**src/rtl/pll_ctrl_pkg.sv**
```systemverilog
// PLL lock controller: shared state encoding and widths.
package pll_ctrl_pkg;

    localparam int CNT_W   = 16;
    localparam int RETRY_W = 4;

    typedef enum logic [2:0] {
        PLL_RST   = 3'd0,
        WAIT_LOCK = 3'd1,
        STABLE    = 3'd2,
        RUN       = 3'd3,
        ST_FAIL   = 3'd4
    } pll_state_t;

endpackage

```
**src/rtl/pll_lock_sync.sv**
```systemverilog
// Two-flop synchronizer bringing the PLL LOCK pin into the clk_i domain.
module pll_lock_sync (
    input  logic clk_i,
    input  logic rstn_i,
    input  logic d_i,
    output logic q_o
);

    logic meta;

    always_ff @(posedge clk_i or negedge rstn_i) begin
        if (!rstn_i) begin
            meta <= 1'b0;
            q_o  <= 1'b0;
        end else begin
            meta <= d_i;
            q_o  <= meta;
        end
    end

endmodule

```
**src/rtl/pll_lock_ctrl.sv**
```systemverilog
// PLL bring-up sequencer: reset pulse, lock wait, stability filter,
// retry/timeout handling and downstream reset release.
module pll_lock_ctrl
    import pll_ctrl_pkg::*;
#(
    parameter int unsigned RESET_CYCLES   = 16,
    parameter int unsigned STABLE_CYCLES  = 256,
    parameter int unsigned TIMEOUT_CYCLES = 4096,
    parameter int unsigned MAX_RETRIES    = 3,
    parameter bit          BYPASS_ON_FAIL = 1'b1
) (
    input  logic       clk_i,
    input  logic       rstn_i,
    input  logic       restart_i,
    input  logic       lock_i,
    output logic       pll_resetb_o,
    output logic       pll_bypass_o,
    output logic       rstn_o,
    output logic       locked_o,
    output logic       fail_o,
    output logic [3:0] retries_o
);

    localparam logic [CNT_W-1:0] RST_LAST =
        CNT_W'(RESET_CYCLES - 1);
    localparam logic [CNT_W-1:0] STB_LAST =
        CNT_W'(STABLE_CYCLES - 1);
    localparam logic [CNT_W-1:0] TMO_LAST =
        CNT_W'(TIMEOUT_CYCLES - 1);
    localparam logic [RETRY_W-1:0] RETRY_MAX =
        RETRY_W'(MAX_RETRIES);

    logic               lock_s;
    pll_state_t         state;
    pll_state_t         state_n;
    logic [CNT_W-1:0]   cnt;
    logic [CNT_W-1:0]   cnt_n;
    logic [RETRY_W-1:0] retries_n;

    pll_lock_sync u_sync (
        .clk_i  (clk_i),
        .rstn_i (rstn_i),
        .d_i    (lock_i),
        .q_o    (lock_s)
    );

    always_comb begin
        state_n   = state;
        retries_n = retries_o;
        cnt_n     = cnt + 1'b1;
        if (restart_i) begin
            state_n   = PLL_RST;
            retries_n = '0;
        end else begin
            unique case (state)
                PLL_RST: begin
                    if (cnt == RST_LAST)
                        state_n = WAIT_LOCK;
                end
                WAIT_LOCK: begin
                    // a lock seen on the timeout cycle still wins
                    if (lock_s) begin
                        state_n = STABLE;
                    end else if (cnt == TMO_LAST) begin
                        if (retries_o < RETRY_MAX) begin
                            state_n   = PLL_RST;
                            retries_n = retries_o + 1'b1;
                        end else begin
                            state_n = ST_FAIL;
                        end
                    end
                end
                STABLE: begin
                    if (!lock_s) begin
                        state_n = WAIT_LOCK;
                    end else if (cnt == STB_LAST) begin
                        state_n   = RUN;
                        retries_n = '0;
                    end
                end
                RUN: begin
                    if (!lock_s)
                        state_n = PLL_RST;
                end
                ST_FAIL: begin
                    state_n = ST_FAIL;
                end
                default: begin
                    state_n = PLL_RST;
                end
            endcase
        end
        if (restart_i || (state_n != state))
            cnt_n = '0;
    end

    // outputs decoded from next state so they switch with the state
    always_ff @(posedge clk_i or negedge rstn_i) begin
        if (!rstn_i) begin
            state        <= PLL_RST;
            cnt          <= '0;
            retries_o    <= '0;
            pll_resetb_o <= 1'b0;
            pll_bypass_o <= 1'b0;
            rstn_o       <= 1'b0;
            locked_o     <= 1'b0;
            fail_o       <= 1'b0;
        end else begin
            state        <= state_n;
            cnt          <= cnt_n;
            retries_o    <= retries_n;
            pll_resetb_o <= (state_n != PLL_RST);
            pll_bypass_o <= BYPASS_ON_FAIL &&
                            (state_n == ST_FAIL);
            rstn_o       <= (state_n == RUN) ||
                            (BYPASS_ON_FAIL &&
                             (state_n == ST_FAIL));
            locked_o     <= (state_n == RUN);
            fail_o       <= (state_n == ST_FAIL);
        end
    end

endmodule

```
**config.mk**
```make
export PLATFORM = sky130hd
export DESIGN_NAME = pll_lock_ctrl
export DESIGN_NICKNAME = d
export VERILOG_FILES = /design/src/rtl/pll_ctrl_pkg.sv /design/src/rtl/pll_lock_sync.sv /design/src/rtl/pll_lock_ctrl.sv
export SDC_FILE = /design/constraint.sdc
export NUM_CORES = 1
export LEC_CHECK = 0
export ABC_AREA = 1
export ABC_CLOCK_PERIOD_IN_PS = 1600
export BUFFER_PORTS_ARGS = -buffer_cell sky130_fd_sc_hd__buf_2
export CORE_MARGIN = 4
export CORE_UTILIZATION = 45
export CTS_BUF_LIST = sky130_fd_sc_hd__clkbuf_16
export DETAILED_ROUTE_END_ITERATION = 16
export GPL_TIMING_DRIVEN = 0
export PLACE_DENSITY = 0.62
export SLEW_MARGIN = 20
export SYNTH_ARGS = -nofsm -noshare
export SYNTH_HDL_FRONTEND = slang
export SYNTH_SLANG_ARGS = --single-unit
export TNS_END_PERCENT = 5
```
**constraint.sdc**
```tcl
create_clock -name clk_i -period 1.6 [get_ports clk_i]
set_input_delay 0 -clock clk_i [delete_from_list [all_inputs] [get_ports clk_i]]
set_output_delay 0 -clock clk_i [all_outputs]
set_load 0.005 [all_outputs]
```
==> reports/metrics.yaml <==
outcome: "complete, but fails checks"
failed_checks: "setup timing"
layout.cells.most_common: "dfrtp_1"
timing.critical_path.required_ns: 1.76
final_net_count: 214
timing.fmax_ghz: 0.5791
syn_area_mm2: 0.001489
synth_sequential_area_ratio_pct: 48.74
yosys-mux-area-fraction_pct: 0
post_drt_wl_per_cell_um: 11.92
synth_compound_gate_area_share_pct: 2.689
clk_path_buf_depth: 2
nature_of_the_critical_path_endpoint: "register"
cts.root.buffer_cell: "clkbuf_16"
finalWorstSetupSlack_ns: -0.1269
placement_rows: 20
total_gr_overflow: 0
tritoncts.num_buffers: 5
hold_viol: 0
design.die.area_mm2: 0.004293
floorplan.initialDensity_pct: 47.98
gp_routability_congestion: 0.8150
layout.cells.most_common_list: "dfrtp_1, nor2_1, inv_1, buf_4, nand2_1"
timing.critical_path.mode_cell: "nand3_4"
syn_avg_cell_area_um2: 8.916
drt-initial-drc-count: 59
global_route.usage.total_pct: 15.82
fin_crit_sh_pct: 107.9
multi_input_logic_area_um2: 773.2
tritoncts_num_sinks: 29
clkTransAtPathRegs_ns: 0.05
syn-instance-count: 167
slew_headroom_pct: 57.53
drv_cap: 0
cell_variety_after_synth: 25
antenna_violations_before_repair: 0
powerDensity_mw_per_mm2: 850.8
largest_family_of_logic_cells_by_synthesized_area: "simple AND/OR/NAND/NOR gates"
drc: 0
std_cell_core_area_mm2: 0.003103
dp.final_hpwl_um: 1888
synth_adder_area_share_pct: 1.681
htree_levels: 2
syn_nets: 173
worst_ep_arrival_time_ns: 1.89
postLayoutCoreUtil_pct: 66.33
cells_after_dpl: 223
maxSlewViolCount: 0
area_growth_pct: 38.24
worst_path_dominant_cell_family: "simple AND/OR/NAND/NOR gates"
startpoint_type: "register"
timing.critical_path.slowest_stage_cell: "dfrtp_1"
postRouteAntennaNets: 0
route.vias.total: 1180
timing.critical_path.buf_inv: 1
routed_via_density: 4.664
finalClockSkew_ns: 0.004150
critical_path_peak_fanout: 8
io_pins: 13
setup-tns-final_ns: -1.104
rsz0062_at_grt: "yes"
total_routed_length_um: 3017
layout-drive-gt1-share_pct: 39.23
vdd_drop_max_mv: 0.7017
clock_insertion_delay_worst_skew_ns: 0.27
antenna-diode-count: 0
worst_pin_slew_ns: 0.6370
finalNonFillerCells: 253
critical_path.cell_chain: "ha_4, nand3_4, nor2_4, nand2_1, nand2_2, nand3_4, nand2_4, nand2_4, nand3_4, clkbuf_16, nor2_4"
power_leakage_nw: 0.9870
min_period_ns: 1.727
synth_seq_cells: 29
grt_first_pass_wirelength_um: 5043
worstSetupPathType: "register to register"
area_taken_by_flip_flops_and_latches_um2: 728.2
setup_viol: 10
synthXorXnorAreaFrac_pct: 8.235
final.fill_count: 268
detail_route.first_pass.iterations: 5
cts_tree: "built"
dieHeight_um: 65.52
chipWidth_um: 65.52
critical-path-max-stage-delay_ns: 0.38
synthSimpleGateAreaFrac_pct: 31.60
grt_pass1_vias: 1125
yosysWarningCount: 0
placement.io_buffers: 12
min_path_type: "input pin to async pin"
grt_max_degree: 30
## synth_stat cells
| cell type | count | share of area [%] |
|---|---|---|
| nor2_4 | 2 | 1.5 |
| inv_1 | 21 | 5.3 |
| nor2_2 | 10 | 4.2 |
| buf_4 | 1 | 0.50 |
| o21ai_0 | 3 | 1.0 |
| a21oi_1 | 2 | 0.67 |
| nand2_1 | 23 | 5.8 |
| dfrtp_1 | 29 | 49 |
| nor3_4 | 1 | 1.1 |
| xor2_1 | 6 | 3.5 |
| nor2_1 | 24 | 6.1 |
| nand3_4 | 2 | 2.4 |
| o21ai_2 | 1 | 0.59 |
| nor3b_1 | 1 | 0.50 |
| buf_6 | 1 | 0.76 |
| a31oi_1 | 1 | 0.42 |
| ha_1 | 2 | 1.7 |
| xnor2_1 | 8 | 4.7 |
| clkinv_1 | 1 | 0.25 |
| nand2_2 | 4 | 1.7 |
| nand4_1 | 4 | 1.7 |
| inv_2 | 1 | 0.25 |
| nor3_1 | 3 | 1.0 |
| nand3_1 | 15 | 5.0 |
| nand3_2 | 1 | 0.67 |
## path summary, 6_finish.rpt
check | startpoint | to | slack [ns] | cells after the start
setup / recovery | cnt[0] | cnt[11] | -0.13 | 11
hold / removal | rstn_i | cnt[14] | 0.28 | 2
setup reg to reg | cnt[0] | cnt[11] | -0.13 | 11
hold reg to reg | u_sync.meta | u_sync.q_o | 0.35 | 0
max in group asynchronous | rstn_i | cnt[4] | 0.86 | 2
min in group clk_i | u_sync.meta | u_sync.q_o | 0.35 | 0
## worst reg2reg max path: stages, from the launching register on
cell and delay, ns:
dfrtp_1 0.38, ha_4 0.16, nand3_4 0.11, nor2_4 0.15
nand2_1 0.10, nand2_2 0.09, nand3_4 0.09, nand2_4 0.08
nand2_4 0.06, nand3_4 0.16, clkbuf_16 0.19, nor2_4 0.03
## cell families (layout without fill, tap and decap cells)
logic type | after synthesis | count (layout)
fa+ha+maj | 2 | 2
flops | 29 | 29
simple gates | 90 | 90
buf+inv | 25 | 67
xor+xnor | 14 | 14
compound gates | 7 | 7
## registers in the layout, indices dropped and copies added (netlist names)
signal        flops
cnt              16
fail_o            1
locked_o          1
pll_resetb_o      1
retries_o         4
rstn_o            1
state             3
u_sync.meta       1
u_sync.q_o        1
## cell type report
type | count | area share (%)
multi-input cells | 113 | 37.57
repair buffers | 34 | 12.16
well taps | 44 | 2.675
plain buffers | 2 | 1.337
clock inverters | 3 | 0.6079
flip-flops and latches | 29 | 35.38
inverters | 23 | 4.195
clock buffers | 5 | 6.079
## layer usage
layer / up-vias / track usage [%] / share of wire (%)
met1: 552 / 18.55 / 44
met5: - / 0 / 0
li1: 607 / - / -
met2: 16 / 25.92 / 50
met4: 0 / 5.440 / 1.5
met3: 5 / 6.667 / 3.6
## report_power, final
group,switching (mW),internal (mW),total (mW)
sequential,0.0151,0.751,0.766
combinational,0.0621,0.0546,0.117
clock,0.309,0.560,0.869
## through the flow
step	instance area, um2	hold slack (ns)	power, mW	worst slack [ns]
6_report	2058	0.2810	1.751	-0.1269
5_1_grt	2058	0.3565	1.843	-0.2667
4_1_cts	1833	0.3031	1.760	-0.1524
3_5_place_dp	1625	0.06256	0.8640	-0.2197
3_3_place_gp	1625	0.05125	0.8597	-0.1815
2_1_floorplan	1510	-0.2956	0.8260	0.01180
## timing repair
| action | CTS | global route |
|---|---|---|
| pin swaps | 2 | 18 |
| hold buffers | 3 | 0 |
| resized for setup | 4 | 25 |
| buffers inserted | 3 | 15 |
| gates cloned | 0 | 1 |
| endpoints found under the hold margin | 32 | 0 |
| endpoints found under the setup margin | 16 | 19 |
(Power assumes the default switching activity.)
